### config.mk
export PLATFORM = sky130hd
export DESIGN_NAME = pipe_hazard_ctrl
export DESIGN_NICKNAME = d
export VERILOG_FILES = /design/src/rtl/pipe_pkg.sv /design/src/rtl/fwd_unit.sv /design/src/rtl/pipe_hazard_ctrl.sv
export SDC_FILE = /design/constraint.sdc
export NUM_CORES = 1
export LEC_CHECK = 0
export CORE_MARGIN = 2
export CORE_UTILIZATION = 48
export CTS_BUF_LIST = sky130_fd_sc_hd__clkbuf_8
export DETAILED_ROUTE_END_ITERATION = 10
export PLACE_DENSITY = 0.83
export SYNTH_ARGS = -nofsm -noshare
export SYNTH_HDL_FRONTEND = slang
export SYNTH_SLANG_ARGS = --single-unit
### constraint.sdc
create_clock -name clk -period 3.45 [get_ports clk]
set_input_delay 0.69 -clock clk [delete_from_list [all_inputs] [get_ports clk]]
set_output_delay 0.69 -clock clk [all_outputs]
set_load 0.005 [all_outputs]
### src/rtl/pipe_pkg.sv
// pipe_pkg: shared types and constants for the pipeline hazard controller
package pipe_pkg;
    typedef enum logic {RUN = 1'b0, MEM_WAIT = 1'b1} state_e;
    localparam logic [1:0] FWD_RF    = 2'b00;
    localparam logic [1:0] FWD_EXMEM = 2'b10;
    localparam logic [1:0] FWD_MEMWB = 2'b01;
    localparam int REGWRITE = 1;
    localparam int MEMTOREG = 0;
    localparam int MEMREAD  = 1;
    localparam int MEMWRITE = 0;
endpackage

### src/rtl/fwd_unit.sv
// fwd_unit: EX-stage forwarding selects for both ALU operands, EX/MEM over MEM/WB
module fwd_unit
    import pipe_pkg::*;
(
    input  logic       exmem_regwrite_i,
    input  logic [4:0] exmem_rd_i,
    input  logic       memwb_regwrite_i,
    input  logic [4:0] memwb_rd_i,
    input  logic [4:0] src_a_i,
    input  logic [4:0] src_b_i,
    output logic [1:0] fwd_a_o,
    output logic [1:0] fwd_b_o
);
    logic exmem_ok, memwb_ok;
    assign exmem_ok = exmem_regwrite_i && exmem_rd_i != 5'd0;
    assign memwb_ok = memwb_regwrite_i && memwb_rd_i != 5'd0;
    // youngest producer wins; register 0 is never forwarded
    always_comb begin
        fwd_a_o = (exmem_ok && exmem_rd_i == src_a_i) ? FWD_EXMEM :
                  (memwb_ok && memwb_rd_i == src_a_i) ? FWD_MEMWB : FWD_RF;
        fwd_b_o = (exmem_ok && exmem_rd_i == src_b_i) ? FWD_EXMEM :
                  (memwb_ok && memwb_rd_i == src_b_i) ? FWD_MEMWB : FWD_RF;
    end
endmodule

### src/rtl/pipe_hazard_ctrl.sv
// pipe_hazard_ctrl: stall/flush/freeze sequencing and forwarding for a 5-stage pipeline
module pipe_hazard_ctrl
    import pipe_pkg::*;
#(
    parameter int CNT_W       = 16,
    parameter int MEM_TIMEOUT = 64
) (
    input  logic             clk,
    input  logic             rst,
    input  logic [4:0]       id_rs,
    input  logic [4:0]       id_rt,
    input  logic [4:0]       idex_rs,
    input  logic [4:0]       idex_rt,
    input  logic             idex_memread,
    input  logic [1:0]       exmem_wb,
    input  logic [1:0]       exmem_m,
    input  logic [4:0]       exmem_rd,
    input  logic             memwb_regwrite,
    input  logic [4:0]       memwb_rd,
    input  logic             branch_taken,
    input  logic             dmem_ready,
    output logic             pc_en,
    output logic             ifid_en,
    output logic             idex_en,
    output logic             exmem_en,
    output logic             memwb_en,
    output logic             ifid_flush,
    output logic             idex_flush,
    output logic [1:0]       forward_a,
    output logic [1:0]       forward_b,
    output logic             mem_err,
    output logic [CNT_W-1:0] stall_cnt,
    output logic [CNT_W-1:0] flush_cnt
);
    localparam int WAIT_W = $clog2(MEM_TIMEOUT + 1);
    localparam logic [WAIT_W-1:0] TMO = WAIT_W'(MEM_TIMEOUT);

    state_e            state_q, state_d;
    logic [WAIT_W-1:0] wait_q, wait_d;
    logic              err_q, err_d;
    logic [CNT_W-1:0]  stall_q, stall_d, flush_q, flush_d;
    logic [4:0]        en;
    logic              ifid_fl, idex_fl, stall_inc, flush_inc, mem_busy, load_use;
    logic [1:0]        fa, fb;
    logic              unused_memtoreg;

    assign unused_memtoreg = exmem_wb[MEMTOREG];

    fwd_unit u_fwd (
        .exmem_regwrite_i(exmem_wb[REGWRITE]),
        .exmem_rd_i      (exmem_rd),
        .memwb_regwrite_i(memwb_regwrite),
        .memwb_rd_i      (memwb_rd),
        .src_a_i         (idex_rs),
        .src_b_i         (idex_rt),
        .fwd_a_o         (fa),
        .fwd_b_o         (fb)
    );

    assign mem_busy = (exmem_m != 2'b00) && !dmem_ready;
    assign load_use = idex_memread && idex_rt != 5'd0 && (idex_rt == id_rs || idex_rt == id_rt);

    // next state and control outputs; a completing memory access falls through to the RUN priorities
    always_comb begin
        en        = 5'b11111;
        ifid_fl   = 1'b0;
        idex_fl   = 1'b0;
        stall_inc = 1'b0;
        flush_inc = 1'b0;
        state_d   = state_q;
        wait_d    = wait_q;
        err_d     = err_q;
        if (state_q == RUN && mem_busy) begin
            en        = 5'b00000;
            stall_inc = 1'b1;
            state_d   = MEM_WAIT;
        end else if (state_q == MEM_WAIT && !dmem_ready) begin
            en        = 5'b00000;
            stall_inc = 1'b1;
            wait_d    = (wait_q == TMO) ? wait_q : wait_q + 1'b1;
            err_d     = err_q || wait_d == TMO;
        end else begin
            state_d = RUN;
            wait_d  = '0;
            if (branch_taken) begin
                ifid_fl   = 1'b1;
                idex_fl   = 1'b1;
                flush_inc = 1'b1;
            end else if (load_use) begin
                en        = 5'b00111;
                idex_fl   = 1'b1;
                stall_inc = 1'b1;
            end
        end
        stall_d = (stall_inc && !(&stall_q)) ? stall_q + 1'b1 : stall_q;
        flush_d = (flush_inc && !(&flush_q)) ? flush_q + 1'b1 : flush_q;
    end

    // state, timeout tracking and saturating perf counters
    always_ff @(posedge clk or posedge rst) begin
        if (rst) begin
            state_q <= RUN;
            wait_q  <= '0;
            err_q   <= 1'b0;
            stall_q <= '0;
            flush_q <= '0;
        end else begin
            state_q <= state_d;
            wait_q  <= wait_d;
            err_q   <= err_d;
            stall_q <= stall_d;
            flush_q <= flush_d;
        end
    end

    assign {pc_en, ifid_en, idex_en, exmem_en, memwb_en} = rst ? 5'b00000 : en;
    assign ifid_flush = !rst && ifid_fl;
    assign idex_flush = !rst && idex_fl;
    assign forward_a  = rst ? FWD_RF : fa;
    assign forward_b  = rst ? FWD_RF : fb;
    assign mem_err    = err_q;
    assign stall_cnt  = stall_q;
    assign flush_cnt  = flush_q;
endmodule

After elaboration in Yosys (flattened, before gate mapping)

Index checks and enable logic that the tools add are counted.

Bits in writable memories: 0
Latch bits: 0
Memory bits (read-only): 0
Output and inout bits: 44
Register bits after elaboration: 41
Word-level logic and storage cells: 72
Memories: 0
Bits of input ports: 40

Multiply operators: 0
Magnitude comparators: 0
Bitwise logic cells: 2
Reduce and logical (&&, ||, !) cells: 28
Shifts and indexed selects: 0
Eq/ne operators: 9
Add/sub/neg operators: 3
Mux-type cells: 25
Div/mod/pow operators: 0

Operators by type and width:

| kind                                                            | count |
|---|---|
| 16-bit by 1-bit adder with 16-bit output, second input constant | 2 |
| 16-bit AND reduction                                            | 2 |
| 5-bit equality test                                             | 6 |
| 5-bit two-way mux                                               | 5 |
| 1-bit logical AND                                               | 15 |
| 5-bit nonzero test                                              | 3 |
| 7-bit equality test, second input constant                      | 2 |
| 1-bit two-way mux                                               | 14 |
| 7-bit two-way mux                                               | 2 |
| 2-bit two-way mux                                               | 4 |
| 7-bit by 1-bit adder with 7-bit output, second input constant   | 1 |
| 1-bit logical NOT                                               | 4 |
| 1-bit logical OR                                                | 2 |
| 2-bit != test, second input constant                            | 1 |
| 1-bit NOT                                                       | 2 |
| 2-bit AND reduction                                             | 1 |
| 2-bit nonzero test                                              | 1 |

Depth between registers and ports, before layout

Depth after elaboration: 8
Gate-level depth with buffers: 8
Mapped depth without buffers: 7

Modules after synthesis

From an unflattened synthesis, not the netlist that was laid out.

Cells, all modules: 251
Area total of the unflattened synthesis: 2489.9 um2

By module, submodules not included:

| module           | sequential area each (um2) | area each (um2) | cells each | times used |
|---|---|---|---|---|
| pipe_hazard_ctrl | 1026.0                     | 2219.6          | 217        | 1 |
| fwd_unit         | 0.0                        | 270.3           | 34         | 1 |

Worst setup path after synthesis

No wires, ideal clock.

Path type: in2out
Start: in rst
End: out forward_a[0]
Buffers on the path: 0
Arrival: 2.531 ns
Data required time: 2.760 ns
Slack: 0.229 ns
Cell stages on the path: 4
Path through: inv_1 > o211ai_1 > or4_1 > nor4_1

Word-level cells in the longest chain between the ends: 1

RTL lines:

| what               | RTL line                | source |
|---|---|---|
| start: declaration | pipe_hazard_ctrl.sv:9   | `input logic rst,` |
| 2-bit two-way mux  | pipe_hazard_ctrl.sv:119 | `assign forward_a = rst ? FWD_RF : fa;` |
| end: declaration   | pipe_hazard_ctrl.sv:29  | `output logic [1:0] forward_a,` |

Every way passes these cells.

Worst setup path after layout

Start: in idex_rt[3]
End: out ifid_en

Word-level cells in the longest chain between the ends: 8
Elaborated cells between the ends (all ways): 11
Those cells by class: eq/ne (2); mux (5); reduce/logical (4)

RTL lines:

| what                                                      | RTL line                | source |
|---|---|---|
| start: declaration                                        | pipe_hazard_ctrl.sv:13  | `input logic [4:0] idex_rt,` |
| 5-bit equality test or 5-bit nonzero test (tied branches) | pipe_hazard_ctrl.sv:61  | `assign load_use = idex_memread && idex_rt != 5'd0 && (idex_rt == id_rs \|\| idex_rt == id_rt);` |
| 1-bit logical OR or 1-bit logical AND (tied branches)     | pipe_hazard_ctrl.sv:61  |  |
| 1-bit logical AND (*)                                     | pipe_hazard_ctrl.sv:61  |  |
| 5-bit two-way mux (*)                                     | pipe_hazard_ctrl.sv:89  | `end else if (load_use) begin` |
| 5-bit two-way mux (*)                                     | pipe_hazard_ctrl.sv:85  | `if (branch_taken) begin` |
| 5-bit two-way mux (*)                                     | pipe_hazard_ctrl.sv:77  | `end else if (state_q == MEM_WAIT && !dmem_ready) begin` |
| 5-bit two-way mux (*)                                     | pipe_hazard_ctrl.sv:73  | `if (state_q == RUN && mem_busy) begin` |
| 5-bit two-way mux (*)                                     | pipe_hazard_ctrl.sv:116 | `assign {pc_en, ifid_en, idex_en, exmem_en, memwb_en} = rst ? 5'b00000 : en;` |
| end: declaration                                          | pipe_hazard_ctrl.sv:23  | `output logic ifid_en,` |

Mark *: on every way between the ends. The rest lies on a longest branch, timed or not.

==> impl_metrics.tcl <==
set metrics [dict create \
    synth_seq_area_share 0.399 \
    die-area_mm2 0.00596 \
    worstHoldPathCells 2 \
    syn_area_mm2 0.00257 \
    hold_buffers 0 \
    power.total_uw 1470 \
    drv_slew 0 \
    critPathMostFrequentCell "clkdlybuf4s50_1" \
    fmax_mhz 297 \
    max-vdd-ir-drop_uv 514 \
    clockPowerShare 0.231 \
    first_global_vias 2200 \
    synth-seq-cells 41 \
    drtIter0Drc 111 \
    cp.required_ns 2.76 \
    power_frac_seq 0.452 \
    clock_latency_ns 0.29 \
    rsz0062_at_grt "no" \
    fill_cells 419 \
    synthTopCellsByArea "dfrtp_1 40%, xor2_1 11%, xnor2_1 9.9%" \
    drc 0 \
    period_minus_slack_ns 3.37 \
    crit_cells 5 \
    routedWlPerCell_um 14.4 \
    htreeDepth 2 \
    worst_pin_slew_ns 0.621 \
    cts_tree "done" \
    crit_type "primary input to primary output" \
    synthCells 263 \
    area_growth_pct 41.7 \
    drive_gt1_frac 0.109 \
    rr_worst_depth 6 \
    cpMaxStageDelayCell "clkdlybuf4s50_1" \
    track_usage 0.213 \
    status "finished clean" \
    endpoint_kind "primary output" \
    first_pass_iters 4 \
    clk_pin_slew_ns 0.07 \
    intPower_uw 1030 \
    holdWs_ns 0.478 \
    synth_edf_count 0 \
    syn_nets 307 \
    finalSetupViolCount 0 \
    drtAntennaViolNets 0 \
    start_util 0.500 \
    maxSlewHeadroom 0.581 \
    ys.flop_type "dfrtp_1" \
    clock_skew_ns 0.00393 \
    vias_per_cell 5.14 \
    synth.distinct_cells 42 \
    synth.top_cell.area_share 0.399 \
    synth_top_cell_by_area "dfrtp_1" \
    hp-class "register to register" \
    cts_root_buffer "clkbuf_8" \
    finalWirelength_mm 6.18 \
    chipWidth_um 77.2 \
    arrival_ns 2.68 \
    critPathMaxStageDelay_ns 0.56 \
    yosysWarnings 0 \
    place_ws_ns -0.139 \
    placement.cell_area_mm2 0.00352 \
    cts_buffers 5 \
    cp_top_family "buffers and inverters" \
    final_nets 401 \
    final_cell_area_mm2 0.00364 \
    startpoint_type "primary input" \
    coreArea_mm2 0.00514 \
    grt_max_degree 42 \
    ys_top_cells_by_count "41 x dfrtp_1, 33 x xor2_1, 29 x xnor2_1, 23 x nor2_1, 19 x nand3_1" \
    rows 26 \
    antenna_found_initial 0 \
    avgSynthCellArea_um2 9.77 \
    die_h_um 77.2 \
    layout_setup_ws_ns 0.0815 \
    swShare 0.295 \
    power_leakage_uw 0.00159 \
    grt-ovfl-total 0 \
    min_period_over_period 0.976 \
    hold_viol 0 \
    yosys.cell_count.top_type "dfrtp_1" \
    ioPinCount 84 \
    synthArstFlopShare 1.00 \
    clock_sinks 41 \
    antenna_cells 0 \
    port_buffers 82 \
    crit_path_cell_trace "clkdlybuf4s50_1 -> or4_1 -> o21ai_2 -> o31a_1 -> clkdlybuf4s50_1" \
    place_congestion 0.831 \
    crit_buf_inv 2 \
    place_hpwl_mm 4.81 \
    vias 2199 \
    path_max_fanout 5 \
    p_switching_uw 432 \
    pwr_density_cell_mw_per_mm2 403 \
    post-route-util 0.709 \
    grt_pass1_wl_mm 10.3 \
    cts.path.max_buffers 2 \
    combinationalPowerShare 0.318 \
    maxCapViolations 0 \
]
## placed cells by master (no fill, tap or decap), types with 2 or more instances in the layout
cell	Yosys	layout
nor4_1	4	3
dfrtp_1	41	41
nor2_1	23	23
nand2_1	11	11
ha_1	4	4
and4_1	2	2
nor3_1	5	5
o22ai_1	2	2
nand4_1	9	9
mux2_2	2	2
o211ai_1	2	2
nor2b_1	2	2
a22o_1	3	3
xor2_1	33	33
o21ai_0	9	8
and3_1	11	11
o21ai_2	1	2
xnor2_1	29	29
nand3_1	19	19
nand2b_1	2	2
dlymetal6s2s_1	0	3
or4_1	6	6
buf_4	4	18
and2_1	4	4
nor3_2	2	2
clkbuf_8	0	7
inv_1	10	10
clkdlybuf4s50_1	0	79
## state kept, by name, indices dropped and copies added (netlist names)
name / count
stall_cnt: 16
flush_cnt: 16
wait_q: 7
mem_err: 1
state_q: 1
## stage by stage
step,instances,setup TNS (ns)
after global routing,428,0
after global placement,419,-0.174
final,428,0
after detailed placement,419,-0.257
after floorplan,263,0
after CTS,427,0
## layout make-up
| type | instances | area, µm² | area share |
|---|---|---|---|
| Clock inverter | 1 | 5.00 | 0.00137 |
| Multi-Input combinational cell | 199 | 1430 | 0.392 |
| Clock buffer | 7 | 96.3 | 0.0265 |
| Timing Repair Buffer | 100 | 963 | 0.265 |
| Tap cell | 70 | 87.6 | 0.0240 |
| Sequential cell | 41 | 1030 | 0.282 |
| Inverter | 10 | 37.5 | 0.0103 |
## cell families (layout without fill, tap and decap cells)
group / after synthesis / in the layout / share of synthesized area
mux: 4 / 4 / 0.0190
fa+ha+maj: 4 / 4 / 0.0195
compound gates: 26 / 26 / 0.0842
flops: 41 / 41 / 0.399
xor+xnor: 62 / 62 / 0.211
simple gates: 103 / 103 / 0.217
buf+inv: 23 / 118 / 0.0497
## layer usage
metal,part of all wire,GRT usage,vias up
met2,0.51,0.382,42
met5,0,0,-
met4,0.012,0.0607,0
met1,0.45,0.264,1048
met3,0.030,0.0341,8
li1,-,-,1101
## final timing paths
check,to,slack [ns],from
setup / recovery,ifid_en,0.08,idex_rt[3]
hold / removal,mem_err,0.48,mem_err
setup reg to reg,stall_cnt[1],1.17,stall_cnt[6]
hold reg to reg,mem_err,0.48,mem_err
max in group asynchronous,wait_q[5],2.18,rst
min in group asynchronous,flush_cnt[6],0.92,rst
## worst reg2reg max path: stages, from the launching register on
cell,delay (ns)
dfrtp_1,0.45
and4_1,0.25
and3_1,0.18
and2_1,0.20
nand4_1,0.49
nand2_2,0.27
mux2_1,0.33
## power by group through the flow
| stage | Sequential, µW | Clock (µW) | Combinational, µW |
|---|---|---|---|
| final | 663 | 338 | 466 |
| after CTS | 660 | 348 | 470 |
| after floorplan | 656 | 0 | 201 |
| after global routing | 677 | 364 | 511 |
| after global placement | 664 | 0 | 449 |
| after detailed placement | 666 | 0 | 467 |
## repair_timing
action	4_1_cts	5_1_grt
setup endpoints to repair	2	5
pin swaps	0	2
buffers inserted	0	1
gates resized for setup	2	4
(Power assumes the default switching activity.)
